## config.mk

```make
export PLATFORM = sky130hd
export DESIGN_NAME = dbi_rx_phy
export DESIGN_NICKNAME = d
export VERILOG_FILES = /design/src/rtl/dbi_rx_phy.sv
export SDC_FILE = /design/constraint.sdc
export NUM_CORES = 1
export LEC_CHECK = 0
export CAP_MARGIN = 10
export CORE_MARGIN = 5
export CORE_UTILIZATION = 60
export DETAILED_ROUTE_END_ITERATION = 8
export PLACE_DENSITY = 0.89
export SLEW_MARGIN = 20
export SYNTH_ARGS = -nofsm -noshare
export SYNTH_HDL_FRONTEND = slang
export SYNTH_SLANG_ARGS = --single-unit
```

## constraint.sdc

```tcl
create_clock -name clk -period 6.3 [get_ports clk]
set_clock_uncertainty 0.15 [all_clocks]
set_input_delay 0.945 -clock clk [delete_from_list [all_inputs] [get_ports clk]]
set_output_delay 0.945 -clock clk [all_outputs]
set_load 0.05 [all_outputs]
```

## src/rtl/dbi_rx_phy.sv

```systemverilog
// DBI Type B (8080) receive PHY: oversamples the bus on clk, decodes each
// WRX rising edge into a command or parameter byte and queues it in a FIFO.
module dbi_rx_phy #(
  parameter int DBI_IF_D_W = 8,
  parameter int FIFO_DEPTH = 8,
  parameter int CNT_W      = 16
) (
  input  logic                  clk,
  input  logic                  rst_n,
  input  logic                  dbi_csx_i,
  input  logic                  dbi_dcx_i,
  input  logic                  dbi_wrx_i,
  input  logic                  dbi_rdx_i,
  input  logic                  dbi_resx_i,
  input  logic [DBI_IF_D_W-1:0] dbi_d_i,
  input  logic                  rx_rdy_i,
  input  logic                  ovf_clr_i,
  output logic                  rx_vld_o,
  output logic                  rx_is_cmd_o,
  output logic [DBI_IF_D_W-1:0] rx_cmd_typ_o,
  output logic [DBI_IF_D_W-1:0] rx_dat_o,
  output logic [CNT_W-1:0]      rx_idx_o,
  output logic                  rx_end_o,
  output logic                  rx_hrst_o,
  output logic                  rx_ovf_o,
  output logic                  rx_rd_err_o
);

  localparam int AW = $clog2(FIFO_DEPTH);

  typedef struct packed {
    logic                  is_cmd;
    logic [DBI_IF_D_W-1:0] cmd;
    logic [DBI_IF_D_W-1:0] dat;
    logic [CNT_W-1:0]      idx;
  } rx_ent_t;

  logic                  csx_s1, csx_s2, dcx_s1, dcx_s2, wrx_s1, wrx_s2;
  logic                  rdx_s1, rdx_s2, resx_s1, resx_s2;
  logic [DBI_IF_D_W-1:0] d_s1, d_s2;
  logic                  wrx_p, rdx_p, csx_p;

  logic [DBI_IF_D_W-1:0] cur_cmd;
  logic [CNT_W-1:0]      idx;
  logic                  seen;

  rx_ent_t               mem [FIFO_DEPTH];
  rx_ent_t               new_ent, head;
  logic [AW:0]           wr_ptr, rd_ptr;
  logic                  empty, full, push, pop, push_ok, ovf_set, rd_set;

  // Strobe/data synchronizers; idle-high strobes reset to 1 so no false edges
  always_ff @(posedge clk or negedge rst_n) begin
    if (!rst_n) begin
      {csx_s2, csx_s1}   <= 2'b11;
      {wrx_s2, wrx_s1}   <= 2'b11;
      {rdx_s2, rdx_s1}   <= 2'b11;
      {resx_s2, resx_s1} <= 2'b11;
      {dcx_s2, dcx_s1}   <= 2'b00;
      d_s1  <= '0;
      d_s2  <= '0;
      wrx_p <= 1'b1;
      rdx_p <= 1'b1;
      csx_p <= 1'b1;
    end else begin
      {csx_s2, csx_s1}   <= {csx_s1, dbi_csx_i};
      {wrx_s2, wrx_s1}   <= {wrx_s1, dbi_wrx_i};
      {rdx_s2, rdx_s1}   <= {rdx_s1, dbi_rdx_i};
      {resx_s2, resx_s1} <= {resx_s1, dbi_resx_i};
      {dcx_s2, dcx_s1}   <= {dcx_s1, dbi_dcx_i};
      d_s1  <= dbi_d_i;
      d_s2  <= d_s1;
      wrx_p <= wrx_s2;
      rdx_p <= rdx_s2;
      csx_p <= csx_s2;
    end
  end

  assign push     = wrx_s2 & ~wrx_p & ~csx_s2 & resx_s2;
  assign rx_end_o = csx_s2 & ~csx_p & seen & resx_s2;
  assign rd_set   = ~rdx_s2 & rdx_p & ~csx_s2;
  assign rx_hrst_o = ~resx_s2;

  always_comb begin
    new_ent.is_cmd = ~dcx_s2;
    new_ent.dat    = d_s2;
    new_ent.cmd    = dcx_s2 ? cur_cmd : d_s2;
    new_ent.idx    = dcx_s2 ? idx : '0;
  end

  always_ff @(posedge clk or negedge rst_n) begin
    if (!rst_n) begin
      cur_cmd <= '0;
      idx     <= '0;
      seen    <= 1'b0;
    end else if (!resx_s2) begin
      cur_cmd <= '0;
      idx     <= '0;
      seen    <= 1'b0;
    end else if (push) begin
      seen <= 1'b1;
      if (!dcx_s2) begin
        cur_cmd <= d_s2;
        idx     <= '0;
      end else if (idx != {CNT_W{1'b1}}) begin
        idx <= idx + CNT_W'(1);
      end
    end else if (rx_end_o) begin
      seen <= 1'b0;
    end
  end

  // FIFO: extra pointer bit distinguishes full from empty
  assign empty   = (wr_ptr == rd_ptr);
  assign full    = (wr_ptr[AW] != rd_ptr[AW]) && (wr_ptr[AW-1:0] == rd_ptr[AW-1:0]);
  assign pop     = rx_vld_o & rx_rdy_i;
  assign push_ok = push & (~full | pop);
  assign ovf_set = push & full & ~pop;

  always_ff @(posedge clk or negedge rst_n) begin
    if (!rst_n) begin
      wr_ptr <= '0;
      rd_ptr <= '0;
    end else if (!resx_s2) begin
      wr_ptr <= '0;
      rd_ptr <= '0;
    end else begin
      if (push_ok) wr_ptr <= wr_ptr + (AW+1)'(1);
      if (pop)     rd_ptr <= rd_ptr + (AW+1)'(1);
    end
  end

  always_ff @(posedge clk) begin
    if (push_ok) mem[wr_ptr[AW-1:0]] <= new_ent;
  end

  // Head fields forced to zero when empty so reset values hold without clearing mem
  assign head         = mem[rd_ptr[AW-1:0]];
  assign rx_vld_o     = ~empty;
  assign rx_is_cmd_o  = rx_vld_o & head.is_cmd;
  assign rx_cmd_typ_o = rx_vld_o ? head.cmd : '0;
  assign rx_dat_o     = rx_vld_o ? head.dat : '0;
  assign rx_idx_o     = rx_vld_o ? head.idx : '0;

  // Sticky flags survive RESX; a same-cycle set beats the clear
  always_ff @(posedge clk or negedge rst_n) begin
    if (!rst_n) begin
      rx_ovf_o    <= 1'b0;
      rx_rd_err_o <= 1'b0;
    end else begin
      rx_ovf_o    <= ovf_set | (rx_ovf_o & ~ovf_clr_i);
      rx_rd_err_o <= rd_set | (rx_rd_err_o & ~ovf_clr_i);
    end
  end

endmodule

```

==> results of run 1 <==
-- registers in the layout (all words and copies together) (netlist names), 4 cells and up --
name     flops
cur_cmd      8
d_s1         8
d_s2         8
idx         16
mem        264
rd_ptr       4
wr_ptr       4
-- per-layer routing --
| layer | GRT usage [%] | wire (um) | up-vias |
|---|---|---|---|
| met5 | 0 | 0 | - |
| met4 | 6.07 | 705 | 0 |
| met3 | 4.01 | 2200 | 66 |
| met2 | 39.0 | 14200 | 402 |
| met1 | 32.7 | 10500 | 3510 |
| li1 | - | - | 2851 |
-- synthesized netlist by cell type (3+ instances only) --
library cell / number / share of area, %
buf_2: 16 / 0.62
ha_1: 3 / 0.29
nor2_1: 49 / 1.4
inv_1: 10 / 0.29
xor2_1: 5 / 0.34
a22o_1: 9 / 0.61
nand3_1: 6 / 0.23
buf_1: 3 / 0.087
mux4_2: 66 / 12
o211ai_1: 6 / 0.35
a2111oi_0: 3 / 0.20
nand4_1: 3 / 0.15
a211o_1: 6 / 0.41
o21ai_0: 3 / 0.12
and2_1: 13 / 0.63
a221o_1: 3 / 0.23
dfrtp_1: 53 / 10
mux2_2: 9 / 0.79
edfxtp_1: 264 / 61
nand2_1: 16 / 0.47
dfstp_2: 11 / 2.2
a21oi_1: 11 / 0.43
and3_1: 6 / 0.29
or3_1: 3 / 0.15
mux2i_1: 39 / 3.0
nor2b_1: 3 / 0.15
nand2b_1: 7 / 0.34
nor3_1: 10 / 0.39
clkbuf_1: 13 / 0.38
-- path summary, 6_finish.rpt --
path                            slack [ps]             startpoint                    end
worst min-delay path                   200      d_s1[7]$_DFF_PN0_      d_s2[7]$_DFF_PN0_
worst min register to register         200      d_s1[7]$_DFF_PN0_      d_s2[7]$_DFF_PN0_
min in group asynchronous              440                  rst_n       dcx_s1$_DFF_PN0_
worst max-delay path                  1320  rd_ptr[0]$_DFFE_PN0P_           rx_idx_o[15]
max in group asynchronous             4900                  rst_n  rd_ptr[0]$_DFFE_PN0P_
worst max register to register        2220      resx_s2$_DFF_PN1_   mem[4][25]$_DFFE_PP_
-- power by group through the flow --
stage               Sequential [mW]  Combinational (mW)  Clock, mW
finish                         2.39               0.335       1.95
global route                   2.39               0.352       2.08
CTS                            2.39               0.337       1.97
detailed placement             2.43               0.333          0
global placement               2.43               0.323          0
floorplan                      2.41               0.250          0
-- cells by family after synthesis --
group / after synthesis / synth area share [%]
mux: 114 / 15.3
simple gates: 132 / 5.31
fa+ha+maj: 3 / 0.291
compound gates: 55 / 3.26
buf+inv: 44 / 1.47
flops: 328 / 74.0
xor+xnor: 5 / 0.340
-- cells in the final DEF, fill, tap and decap left out, types with 4 or more instances in the layout --
cell               n
and2_1            13
inv_1             10
buf_4             14
dfstp_2           11
edfxtp_1         264
clkinv_2           8
a21oi_1           11
a22o_1             9
mux2_2             9
clkinv_1           4
clkdlybuf4s50_1   53
clkbuf_16         31
nand2_1           16
and3_1             6
bufinv_16          6
mux4_2            66
nand2b_1           7
o211ai_1           6
nand3_1            6
dfrtp_1           50
a211o_1            6
mux2i_1           39
xor2_1             5
nor3_1             7
nor2_1            42
clkbuf_1           7
nor2_4             6
-- layout make-up --
type / count / area share, %
tap: 275 / 2.31
clock buffer: 38 / 5.39
multi-input combinational: 309 / 21.7
timing repair buffer: 68 / 4.31
clock inverter: 20 / 1.81
sequential: 328 / 64.2
inverter: 11 / 0.278
-- worst register-to-register path, stage by stage (launching register included) --
cell	delay, ps
dfstp_2	700
clkinv_1	350
nor2_2	600
o211ai_1	500
nor3_2	880
buf_4	530
-- through the flow --
step / power (mW) / std cells / util, % / cell area (um2) / setup slack (ps)
after floorplan: 2.66 / 681 / - / 12900 / 1760
after global placement: 2.75 / 991 / 65.4 / 13800 / 1970
after detailed placement: 2.77 / 991 / 65.4 / 13800 / 1900
after CTS: 4.70 / 1049 / 70.5 / 14900 / 1280
after global routing: 4.82 / 1049 / 70.5 / 14900 / 1110
final: 4.68 / 1049 / 70.5 / 14900 / 1320
==> out/qor.yml, run 1 <==
synthesis:
  synthFlopType: "edfxtp_1"
  synth_seq_area_share_pct: 74.0
  synthArstFlopShare_pct: 19.5
  synth_edf_count: 264
  netlist_area_um2: 12900
  ys_ff_latch: 328
  avgSynthCellArea_um2: 18.9
  syn_nets: 701
  yosys_warnings: 0
  synthDistinctLibCells: 55
  syn_inst: 681
detailed_routing:
  routed_wl_um: 27600
  final_antenna_net_count: 0
  drt_iter0_drc: 796
  drc_errors: 0
  vias: 6829
  vias_per_cell: 6.51
  drtPass1Iterations: 5
  routedWlPerCell_um: 26.3
critical_path:
  cp-start-kind: "flop"
  cp_data_arrival_time_ps: 3890
  worstSetupPathType: "flop to output pin"
  cp_data_required_time_ps: 5200
  crit_path_end_kind: "output pin"
  critPathTopFamily: "buffers and inverters"
  crit_chain: "xor2_1 > or3_1 > nor2_2 > buf_4 > nor2_1 > clkdlybuf4s50_1"
  cp_max_fo: 47
  critPathMaxStageDelay_ps: 1060
  crit_buf_inv: 2
  worst-r2r-cell-count: 5
  worst-path-stages: 6
  cp_slowest_cell: "dfrtp_4"
power_and_ir_drop:
  power_frac_comb_pct: 7.2
  p_sw_share_pct: 22.1
  p_leak_nw: 5.11
  intPower_mw: 3.64
  power.density_nw_per_um2: 314
  peakVddDrop_mv: 0.270
  p_seq_share_pct: 51.1
  clockPowerShare_pct: 41.8
  p_sw_mw: 1.03
global_route:
  antenna_found_initial: 0
  grt_pass1_vias: 7289
  grtUsageTotal_pct: 23.3
  grt_max_degree: 70
  grt_pass1_wl_um: 43300
  grt-ovfl-total: 0
timing:
  slew_headroom_pct: 31.1
  fmax_ghz: 0.201
  min_period_ps: 4980
  setup_viol: 0
  fin_setup_tns_ps: 0
  holdWs_ps: 197
  rsz0062_at_grt: "false"
  worst_pin_slew_ps: 1030
  timing.final.hold_violations: 0
  slew_viol_final: 0
  post-route-period-util_pct: 79.1
clock_tree:
  hold_buffers: 0
  cts_tree: "built"
  numCtsBuffers: 31
  h-tree-depth: 1
  clk_latency_ps: 560
  cts-root-buf: "clkbuf_16"
  ctsResizeCount: 0
  cts.clk_slew.worst_paths_ps: 60
  clock_sink_count: 328
  post_cts_buffers: 0
  clockBufferDepth: 3
min_path:
  hold_path_depth: 0
  min_path_type: "flop to flop"
status:
  status: "complete, no violations"
cells_and_area:
  multi_input_area_um2: 3230
  nets: 769
  area_growth_pct: 15.3
  seqCellArea_um2: 9550
  n_fill_cell: 1201
  diodes: 0
  drive_above_1_share_pct: 22.7
placement:
  gp_congestion: 0.833
  port-buffer-count: 54
  dp_hpwl_um: 14700
die:
  die_width_um: 157
  die_area_um2: 24500
  rows: 53
  ios: 55
  initial_core_util_pct: 61.2
  core_area_um2: 21100
  die_h_um: 157
job:
  cap_violations: 0
Note: power is estimated with default switching activity, not from simulation.
==> inputs of run 2 (changes only) <==
==> constraint.sdc (replaced) <==
create_clock -name clk -period 5 [get_ports clk]
set_clock_uncertainty 0.15 [all_clocks]
set_input_delay 0.75 -clock clk [delete_from_list [all_inputs] [get_ports clk]]
set_output_delay 0.75 -clock clk [all_outputs]
set_load 0.05 [all_outputs]
==> run 2 against run 1 <==
Effect of this change:
- final cell count unchanged
- setup slack got worse by 490 ps
- global-route usage decreased by 0.24 points
- sequential power increased by 25%
- routed wire length increased by 0.11%
- critical path type unchanged
==> out/qor.yml, run 2 (synthesis results as in run 1) <==
global_route:
  grt_max_degree: 70
  grt-ovfl-total: 0
  grt_pass1_vias: 7315
  grt_pass1_wl_um: 43200
  antenna_found_initial: 0
  grtUsageTotal_pct: 23.1
die:
  core_area_um2: 21100
  die_h_um: 157
  ios: 55
  rows: 53
  die_area_um2: 24500
  die_width_um: 157
  initial_core_util_pct: 61.2
detailed_routing:
  routedWlPerCell_um: 26.3
  drt_iter0_drc: 799
  vias: 6842
  drtPass1Iterations: 6
  final_antenna_net_count: 0
  drc_errors: 0
  routed_wl_um: 27600
  vias_per_cell: 6.52
timing:
  slew_viol_final: 0
  fin_setup_tns_ps: 0
  rsz0062_at_grt: "false"
  fmax_ghz: 0.240
  worst_pin_slew_ps: 991
  slew_headroom_pct: 33.9
  min_period_ps: 4170
  setup_viol: 0
  timing.final.hold_violations: 0
  holdWs_ps: 90.9
  post-route-period-util_pct: 83.4
critical_path:
  crit_path_end_kind: "output pin"
  cp_max_fo: 56
  cp_data_arrival_time_ps: 3270
  worst-r2r-cell-count: 5
  cp_data_required_time_ps: 4100
  regToRegSetupSlack_ps: 1310
  worstSetupPathType: "flop to output pin"
  regToRegEndpoint: "mem[5][25]$_DFFE_PP_"
  cp-start-kind: "flop"
  timing.rr.start: "resx_s2$_DFF_PN1_"
cells_and_area:
  fin_area_um2: 14900
  layout_commonest_cell: "edfxtp_1"
  nets: 770
  drive_above_1_share_pct: 23.5
  largest_reg_flops: 264
  diodes: 0
  area_growth_pct: 15.3
  final_cell_mix: "264 x edfxtp_1, 66 x mux4_2, 53 x clkdlybuf4s50_1"
clock_tree:
  clk_latency_ps: 550
  cts_tree: "built"
  clockBufferDepth: 3
  hold_buffers: 0
  clock_sink_count: 328
  cts.clk_slew.worst_paths_ps: 60
  cts-root-buf: "clkbuf_16"
  numCtsBuffers: 30
  ctsResizeCount: 0
  h-tree-depth: 1
  post_cts_buffers: 0
placement:
  dpl_cell_area_um2: 13800
  dp_hpwl_um: 14700
  gp_congestion: 0.924
  port-buffer-count: 54
min_path:
  min_path_type: "input port to asynchronous set/reset pin"
power_and_ir_drop:
  power.density_nw_per_um2: 388
  p_leak_nw: 5.11
  peakVddDrop_mv: 0.282
job:
  cap_violations: 0
status:
  status: "complete, no violations"
run 2: changes by cell type in the layout (fill, tap and decap cells not counted), moves of 2 or more:
cell,previous run,this run
clkbuf_1,7,2
clkinv_2,8,6
clkbuf_8,0,7
bufinv_16,6,2
clkbuf_2,0,3
run 2: power breakdown:
| group | internal, mW | leakage (nW) | switching (mW) | total [mW] |
|---|---|---|---|---|
| sequential | 2.96 | 3.33 | 0.0281 | 2.99 |
| combinational | 0.174 | 1.26 | 0.270 | 0.444 |
| clock | 1.38 | 0.519 | 0.960 | 2.34 |
| total | 4.51 | 5.11 | 1.26 | 5.77 |
run 2: metrics by stage:
step	util, %	setup slack [ps]	total power [mW]	std cells
2_1_floorplan	-	459	3.35	681
3_3_place_gp	65.5	1380	3.47	993
3_5_place_dp	65.5	1350	3.49	993
4_1_cts	70.4	715	5.81	1049
5_1_grt	70.5	628	5.95	1049
6_report	70.5	830	5.77	1049
run 2: worst max path at each step:
| stage | startpoint | slack [ps] | cells past startpoint | to |
|---|---|---|---|---|
| floorplan | resx_s2$_DFF_PN1_ | 460 | 4 | mem[4][0]$_DFFE_PP_ |
| global placement | rd_ptr[0]$_DFFE_PN0P_ | 1380 | 5 | rx_idx_o[15] |
| detailed placement | rd_ptr[0]$_DFFE_PN0P_ | 1350 | 5 | rx_idx_o[15] |
| CTS | rd_ptr[0]$_DFFE_PN0P_ | 720 | 5 | rx_idx_o[15] |
| global route | rd_ptr[0]$_DFFE_PN0P_ | 630 | 5 | rx_idx_o[15] |
| finish | rd_ptr[0]$_DFFE_PN0P_ | 830 | 5 | rx_idx_o[15] |
run 2: cell type report:
cell class	count	area, um2
Clock buffer	44	920
Clock inverter	12	114
Fill cell	1195	6220
Inverter	11	41.3
Multi-Input combinational cell	309	3230
Sequential cell	328	9550
Tap cell	275	344
Timing Repair Buffer	70	668
run 2: layer usage:
layer	global-route usage [%]	vias to the layer above	part of all wire, %
met5	0	-	0
met2	38.2	435	50
met1	31.9	3474	37
li1	-	2855	-
met4	6.49	0	2.6
met3	4.78	78	10
run 2: critical path, stage by stage, from the launching register on:
cell and delay (ps):
dfrtp_4 610, buf_12 410, mux4_2 570, mux2i_1 290, nor2_1 80, clkdlybuf4s50_1 730
